--- src/rtl/traffic_pkg.sv ---
// Shared constants and light-state encoding for the traffic-light controller
// and its timer responder.
package traffic_pkg;

  localparam int SHORT_CNT_DEF = 2;
  localparam int LONG_CNT_DEF  = 10;
  localparam int CNT_W_DEF     = 4;

  typedef enum logic [1:0] {
    LIGHT_RED    = 2'd0,
    LIGHT_GREEN  = 2'd1,
    LIGHT_YELLOW = 2'd2
  } light_e;

endpackage

--- src/rtl/mod_n_counter.sv ---
// Modulo-N counter: advances on INC, wraps to 0 after N-1 and flags the wrap
// combinationally so the parent can register its own terminal-count pulse.
module mod_n_counter #(
  parameter int N = 2,
  parameter int W = 2
) (
  input  logic         CLK,
  input  logic         RST_N,
  input  logic         CLR,
  input  logic         INC,
  output logic [W-1:0] Q,
  output logic         WRAP
);

  // Using >= keeps the counter bounded even if it ever sits above N-1.
  assign WRAP = INC && (Q >= W'(N - 1));

  always_ff @(posedge CLK or negedge RST_N) begin
    if (!RST_N) begin
      Q <= '0;
    end else if (CLR) begin
      Q <= '0;
    end else if (WRAP) begin
      Q <= '0;
    end else if (INC) begin
      Q <= Q + 1'b1;
    end
  end

endmodule

--- src/rtl/traffic_timer.sv ---
// Timer responder for the traffic-light FSM: prescaled short/long terminal-count
// pulses. Define TRAFFIC_TIMER_STICKY_EN to make TC_2/TC_10 sticky until cleared.
module traffic_timer
  import traffic_pkg::*;
#(
  parameter int CLK_DIV   = 1,
  parameter int SHORT_CNT = SHORT_CNT_DEF,
  parameter int LONG_CNT  = LONG_CNT_DEF,
  parameter int CNT_W     = CNT_W_DEF,
  parameter int DIV_W     = 8
) (
  input  logic             CLK,
  input  logic             RST_N,
  input  logic             RST_Q,
  input  logic             EN,
  output logic             TC_2,
  output logic             TC_10,
  output logic [CNT_W-1:0] Q2,
  output logic [CNT_W-1:0] Q10,
  output logic             TICK
);

  logic [DIV_W-1:0] prescale;
  logic             tick;
  logic             wrap_short;
  logic             wrap_long;

  assign tick = EN && (prescale == DIV_W'(CLK_DIV - 1));

  // TICK follows tick directly; tick is already low whenever EN is low.
  always_ff @(posedge CLK or negedge RST_N) begin
    if (!RST_N) begin
      prescale <= '0;
      TICK     <= 1'b0;
    end else if (RST_Q) begin
      prescale <= '0;
      TICK     <= 1'b0;
    end else begin
      TICK <= tick;
      if (EN) begin
        prescale <= tick ? '0 : prescale + 1'b1;
      end
    end
  end

  mod_n_counter #(
    .N (SHORT_CNT),
    .W (CNT_W)
  ) u_short (
    .CLK   (CLK),
    .RST_N (RST_N),
    .CLR   (RST_Q),
    .INC   (tick),
    .Q     (Q2),
    .WRAP  (wrap_short)
  );

  mod_n_counter #(
    .N (LONG_CNT),
    .W (CNT_W)
  ) u_long (
    .CLK   (CLK),
    .RST_N (RST_N),
    .CLR   (RST_Q),
    .INC   (tick),
    .Q     (Q10),
    .WRAP  (wrap_long)
  );

  // A clear on the same edge as a wrap suppresses the pulse.
  always_ff @(posedge CLK or negedge RST_N) begin
    if (!RST_N) begin
      TC_2  <= 1'b0;
      TC_10 <= 1'b0;
    end else if (RST_Q) begin
      TC_2  <= 1'b0;
      TC_10 <= 1'b0;
    end else begin
`ifdef TRAFFIC_TIMER_STICKY_EN
      TC_2  <= TC_2 | wrap_short;
      TC_10 <= TC_10 | wrap_long;
`else
      TC_2  <= wrap_short;
      TC_10 <= wrap_long;
`endif
    end
  end

endmodule

--- config.mk ---
export PLATFORM = sky130hd
export DESIGN_NAME = traffic_timer
export DESIGN_NICKNAME = d
export VERILOG_FILES = /design/src/rtl/traffic_pkg.sv /design/src/rtl/mod_n_counter.sv /design/src/rtl/traffic_timer.sv
export SDC_FILE = /design/constraint.sdc
export NUM_CORES = 1
export LEC_CHECK = 0
export BUFFER_PORTS_ARGS = -buffer_cell sky130_fd_sc_hd__buf_2
export CORE_MARGIN = 2
export CORE_UTILIZATION = 40
export DETAILED_ROUTE_END_ITERATION = 8
export GPL_TIMING_DRIVEN = 0
export PLACE_DENSITY = 0.63
export SYNTH_ARGS = -nofsm -noshare
export SYNTH_HDL_FRONTEND = slang
export SYNTH_SLANG_ARGS = --single-unit
--- constraint.sdc ---
create_clock -name CLK -period 1.6 [get_ports CLK]
set_input_delay 0.16 -clock CLK [delete_from_list [all_inputs] [get_ports CLK]]
set_output_delay 0.16 -clock CLK [all_outputs]
set_load 0.02 [all_outputs]
# Yosys cells after proc, flatten, opt, wreduce, memory -nomap -nowiden
# Cells that the tools add are included.
[op_classes]
n_addsub = 3
order_cmp = 2
muxes = 12
reduce_logical = 7
[op_table]
columns = ["op", "n"]
rows = [
  ["$mux 4", 6],
  ["$mux 8", 3],
  ["$add 4x1->4 const B", 2],
  ["$add 8x1->8 const B", 1],
  ["$logic_not 8->1", 1],
  ["$reduce_bool 3->1", 2],
  ["$ge 4x1->1 const B", 1],
  ["$ge 4x4->1 const B", 1],
  ["$logic_and 1x1->1", 3],
  ["$mux 1", 3],
  ["$reduce_bool 2->1", 1],
]
[totals]
reg_bits = 19
inputBits = 4
output_inout_bits = 11
word_cells = 30

# Logic depth before layout (Yosys ltp)
[logic_depth]
word_depth = 5
depth_mapped = 6
ltp_nobuf = 5

# Cells and area by module
# From an unflattened synthesis, not the netlist that was laid out.
[hier_totals]
cells_unflattened = 98
area_unflattened_um2 = 1049.8
[modules_own_cells]
columns = ["mod", "instances", "cells_per_inst", "area_each_um2", "seq_area_each_um2"]
rows = [
  ["traffic_timer", 1, 52, 561.8, 275.3],
  ["mod_n_counter at u_long", 1, 27, 259.0, 100.1],
  ["mod_n_counter at u_short", 1, 19, 229.0, 100.1],
]

# Worst setup path after synthesis
# OpenSTA, ideal clock, no wires.
[synth_timing]
path_type = "reg2reg"
start = "reg u_long.Q[1]"
end = "reg u_long.Q[0]"
setup_time_ns = 0.078
arrival_ns = 1.560
t_required_ns = 1.522
setup_slack_ns = -0.038
stages_incl_launch_ff = 6
path_buffers = 0
synth_period_minus_slack_ns = 1.638
cell_sequence = "dfrtp_1 > inv_1 > ha_1 > nor3b_1 > o2111ai_1 > a21oi_1"
[synth_via]
elab_chain_len = 4
word_cells_on_any_way = 5
cone_classes = "order compare (1); mux (2); reduce/logical (2)"
[synth_rtl]
columns = ["element", "line_no", "text"]
rows = [
  ["start: declaration", "mod_n_counter.sv:11", "output logic [W-1:0] Q,"],
  ["start signal: assignment", "mod_n_counter.sv:26", "Q <= Q + 1'b1;"],
  ["$ge 4x4->1 (*)", "mod_n_counter.sv:16", "assign WRAP = INC && (Q >= W'(N - 1));"],
  ["$logic_and 1x1->1 (*)", "mod_n_counter.sv:16", ""],
  ["$mux 4", "mod_n_counter.sv:23", "end else if (WRAP) begin"],
  ["$mux 4", "mod_n_counter.sv:21", "end else if (CLR) begin"],
]
# Every way passes the cells marked *; elsewhere a longest branch is shown, timed or not.
# A chain may end at the register's enable or synchronous reset.

# Worst setup path in the final report
[layout_timing]
start = "reg prescale[2]"
end = "reg prescale[0]"
[layout_via]
elab_chain_len = 5
[layout_rtl]
columns = ["element", "line_no", "text"]
rows = [
  ["start: declaration", "traffic_timer.sv:23", "logic [DIV_W-1:0] prescale;"],
  ["start signal: assignment", "traffic_timer.sv:41", "prescale <= tick ? '0 : prescale + 1'b1;"],
  ["$logic_not 8->1", "traffic_timer.sv:28", "assign tick = EN && (prescale == DIV_W'(CLK_DIV - 1));"],
  ["$logic_and 1x1->1", "traffic_timer.sv:28", ""],
  ["$mux 8", "traffic_timer.sv:41", ""],
  ["$mux 8", "traffic_timer.sv:40", "if (EN) begin"],
  ["$mux 8", "traffic_timer.sv:35", "end else if (RST_Q) begin"],
]
# No other way between the ends. The select of a mux whose other input is x is not followed.

==> impl_results.html <==
<table>
<tr><th>Metric</th><th>Value</th></tr>
<tr><th colspan="2">STA</th></tr>
<tr><td>Number of endpoints failing setup at the final stage</td><td>0</td></tr>
<tr><td>Number of endpoints with negative hold slack in the final report</td><td>0</td></tr>
<tr><td>RSZ-0062 raised after global routing</td><td>yes</td></tr>
<tr><td>Fmax</td><td>0.625 GHz</td></tr>
<tr><td>Count of pins over their slew limit</td><td>0</td></tr>
<tr><td>Period utilisation layout</td><td>1.00</td></tr>
<tr><td>Measured slew at the worst slew-check pin</td><td>471 ps</td></tr>
<tr><td>Worst slew margin relative to its limit</td><td>0.686</td></tr>
<tr><td>Hold_ws</td><td>137 ps</td></tr>
<tr><td>Min setup slack post-route</td><td>0.252 ps</td></tr>
<tr><td>Min Clock Period, post-route</td><td>1600 ps</td></tr>
<tr><td>Worst clock skew</td><td>4.33 ps</td></tr>
<tr><th colspan="2">Setup path</th></tr>
<tr><td>Cell family with most CP delay</td><td>simple AND/OR/NAND/NOR gates</td></tr>
<tr><td>Kind of end point of the critical path</td><td>flip-flop</td></tr>
<tr><td>WS Path Type</td><td>flip-flop to flip-flop</td></tr>
<tr><td>Reg-to-Reg Start</td><td>prescale[2]</td></tr>
<tr><td>Cells traversed along the worst timing path</td><td>or4_4, o21ai_4, o22ai_2</td></tr>
<tr><td>Data required, critical path</td><td>1790 ps</td></tr>
<tr><td>Critical Path Fanout Max</td><td>7</td></tr>
<tr><td>Crit start category</td><td>flip-flop</td></tr>
<tr><td>Worst path arrival time</td><td>1790 ps</td></tr>
<tr><td>Delay of the slowest critical-path stage</td><td>630 ps</td></tr>
<tr><td>Worst-path cell with the longest stage delay</td><td>or4_4</td></tr>
<tr><td>Total buffers and inverters traversed by the critical path</td><td>0</td></tr>
<tr><td>Setup crit start</td><td>prescale[2]</td></tr>
<tr><th colspan="2">Synthesis</th></tr>
<tr><td>Synth Register Bits</td><td>19</td></tr>
<tr><td>Most instantiated library cell after synthesis</td><td>dfrtp_1</td></tr>
<tr><td>Synth Cell Area</td><td>1090 µm²</td></tr>
<tr><td>Mapped Nets</td><td>116</td></tr>
<tr><td>Count of different cell masters after synthesis</td><td>33</td></tr>
<tr><td>Top cells by area in the synthesized netlist</td><td>dfrtp_1 (44%), ha_1 (9.2%), a21oi_1 (4.6%)</td></tr>
<tr><td>Syn Area/Cell</td><td>10.5 µm²</td></tr>
<tr><td>Portion of the post-synthesis area used by sequential elements</td><td>0.437</td></tr>
<tr><td>Number of enable flip-flop cells after synthesis</td><td>0</td></tr>
<tr><td>List of most frequent post-synthesis cells</td><td>dfrtp_1 (19), a21oi_1 (10), o21ai_0 (9)</td></tr>
<tr><td>Top-area cell type share of the netlist area</td><td>0.437</td></tr>
<tr><td>Count of yosys warnings during synthesis</td><td>0</td></tr>
<tr><td>Commonest register cell after synthesis</td><td>dfrtp_1</td></tr>
<tr><td>Count of mapped cells out of synthesis</td><td>104</td></tr>
<tr><td>Share of async-settable or async-resettable flops after synthesis</td><td>1.00</td></tr>
<tr><td>Cell type with the largest total area after synthesis</td><td>dfrtp_1</td></tr>
<tr><th colspan="2">Global routing</th></tr>
<tr><td>Largest net degree at the start of global routing</td><td>20</td></tr>
<tr><td>Wire length of the first global-routing pass</td><td>3.99 mm</td></tr>
<tr><td>Global-route total usage across every layer</td><td>0.159</td></tr>
<tr><td>Global-route congestion overflow total</td><td>0</td></tr>
<tr><td>Via count of the first global-routing pass</td><td>867</td></tr>
<tr><td>Antenna violations before repair</td><td>0</td></tr>
<tr><th colspan="2">Detailed routing</th></tr>
<tr><td>Detailed router's first-iteration violation count</td><td>14</td></tr>
<tr><td>Vias after detailed routing</td><td>871</td></tr>
<tr><td>Post-DR vias/cell</td><td>5.62</td></tr>
<tr><td>Number of remaining DRC errors</td><td>0</td></tr>
<tr><td>Mean routed wirelength per cell</td><td>15.4 µm</td></tr>
<tr><td>Total Wirelength</td><td>2.39 mm</td></tr>
<tr><td>Detail Route Antenna Nets</td><td>0</td></tr>
<tr><td>TritonRoute pass-1 iters</td><td>4</td></tr>
<tr><th colspan="2">Finish</th></tr>
<tr><td>Utilization after layout</td><td>0.512</td></tr>
<tr><td>Sequential cell area in the final layout</td><td>477 µm²</td></tr>
<tr><td>Fill count</td><td>233</td></tr>
<tr><td>Ratio of cells with drive above 1 in the final layout</td><td>0.296</td></tr>
<tr><td>Area overhead of the layout relative to synthesis</td><td>18.6%</td></tr>
<tr><td>Area of combinational cells with multiple inputs</td><td>589 µm²</td></tr>
<tr><td>Antenna diode count</td><td>0</td></tr>
<tr><td>Net count reported at finish</td><td>138</td></tr>
<tr><td>Post-route design area</td><td>1290 µm²</td></tr>
<tr><th colspan="2">Hold path</th></tr>
<tr><td>HP Class</td><td>input pin to flip-flop</td></tr>
<tr><td>Worst hold start</td><td>RST_Q</td></tr>
<tr><th colspan="2">Job</th></tr>
<tr><td>Max capacitance violation total</td><td>0</td></tr>
<tr><th colspan="2">Clocking</th></tr>
<tr><td>TritonCTS clock tree</td><td>done</td></tr>
<tr><td>Cell at the root of the clock tree</td><td>clkbuf_4</td></tr>
<tr><td>Htree depth</td><td>1</td></tr>
<tr><td>Number of clock buffers inserted by TritonCTS</td><td>3</td></tr>
<tr><td>Clock insertion delay at the later pin of the skew report</td><td>300 ps</td></tr>
<tr><td>TritonCTS Sinks</td><td>19</td></tr>
<tr><td>Worst-path clk slew</td><td>110 ps</td></tr>
<tr><td>Bufs on Longest Clock Path</td><td>2</td></tr>
<tr><th colspan="2">Outcome</th></tr>
<tr><td>Result of the run</td><td>complete, no violations</td></tr>
<tr><th colspan="2">Floorplanning</th></tr>
<tr><td>Count of pins on the block boundary</td><td>15</td></tr>
<tr><td>Height of the die</td><td>56.2 µm</td></tr>
<tr><td>Starting density of the core</td><td>0.432</td></tr>
<tr><td>Horizontal extent of the die</td><td>56.2 µm</td></tr>
<tr><td>Placeable core area</td><td>2520 µm²</td></tr>
<tr><td>Area of the die</td><td>3150 µm²</td></tr>
<tr><td>Number of rows in the core area</td><td>18</td></tr>
<tr><th colspan="2">Power and ir drop</th></tr>
<tr><td>Leakage Power</td><td>0.000578 µW</td></tr>
<tr><td>Overall power</td><td>945 µW</td></tr>
<tr><td>VDD IR-drop max</td><td>0.421 mV</td></tr>
<tr><td>Power density over the cells</td><td>732 nW/µm²</td></tr>
<tr><th colspan="2">Place</th></tr>
<tr><td>Placer Congestion</td><td>0.714</td></tr>
<tr><td>Port Buffer Count</td><td>13</td></tr>
<tr><td>Detailed placer's ending HPWL</td><td>1.58 mm</td></tr>
<tr><td>Pre-CTS setup slack</td><td>-156 ps</td></tr>
<tr><td>Cell area after placement</td><td>1200 µm²</td></tr>
</table>
==> worst reg2reg max path, cell delays in order, from the launching register on <==
cell     delay, ps
dfrtp_2        490
or4_4          630
o21ai_4        260
o22ai_2        100
==> stage by stage <==
| step | setup TNS [ps] | instances |
|---|---|---|
| after floorplan | 0 | 104 |
| after global placement | -215 | 147 |
| after detailed placement | -493 | 147 |
| after CTS | -153 | 153 |
| after global routing | -116 | 155 |
| final | 0 | 155 |
==> cell type report <==
type,count,share of cell area
buffer,4,0.0194
clock buffer,3,0.0174
clock inverter,1,0.00388
inverter,8,0.0233
multi-input combinational,72,0.456
sequential,19,0.369
tap,30,0.0291
timing repair buffer,18,0.0814
==> final timing paths <==
| path | endpoint | slack (ps) | cells after the start |
|---|---|---|---|
| setup / recovery | prescale[0] | 0.3 | 3 |
| hold / removal | u_long.Q[3] | 140 | 2 |
| setup reg to reg | prescale[0] | 0.3 | 3 |
| hold reg to reg | u_short.Q[3] | 590 | 1 |
| max in group asynchronous | prescale[2] | 950 | 2 |
| min in group asynchronous | prescale[4] | 320 | 2 |
==> registers in the layout, summed over array words and instances, names as in the netlist <==
signal     cells
TC_10          1
TC_2           1
TICK           1
prescale       8
u_long.Q       4
u_short.Q      4
==> metal layers <==
metal | track usage | part of all wire | vias to the layer above
li1 | - | - | 428
met1 | 0.204 | 0.47 | 427
met2 | 0.274 | 0.50 | 16
met3 | 0.0209 | 0.030 | 0
met4 | 0.0544 | 0 | 0
met5 | 0 | 0 | -
==> layout by cell type (no fill, tap or decap), types with 2 or more instances in the layout <==
master / instances
o21ai_1: 4
dfrtp_1: 18
clkbuf_4: 3
buf_2: 15
o2111ai_1: 5
ha_1: 8
o211ai_1: 2
or4_4: 2
buf_4: 4
a21oi_1: 10
nand3_1: 2
nand2_1: 3
inv_1: 8
nand4_1: 4
o21ai_0: 5
xor2_1: 3
nor2_1: 5
or3_1: 3
==> logic make-up (layout without fill, tap and decap cells) <==
kind of cell / after synthesis / count (layout) / synth area share
flip-flops: 19 / 19 / 0.437
XOR/XNOR: 3 / 3 / 0.0241
buffers and inverters: 14 / 34 / 0.0644
AO/OA/AOI/OAI: 31 / 31 / 0.208
AND/OR/NAND/NOR: 29 / 30 / 0.175
adder cells (fa/ha/maj): 8 / 8 / 0.0920
==> power breakdown <==
group | switching (µW) | internal (µW) | leakage, µW
Combinational | 116 | 66.4 | 0.000301
Clock | 155 | 93.1 | 0.0000177
Sequential | 17.9 | 496 | 0.000260
==> what timing repair did <==
action,4_1_cts,5_1_grt
hold buffers,1,0
buffers inserted,2,2
hold endpoints to repair,19,0
gates cloned,1,0
pin swaps,5,5
resized for setup,3,10
setup endpoints to repair,12,18
Note: power is estimated with default switching activity, not from simulation.
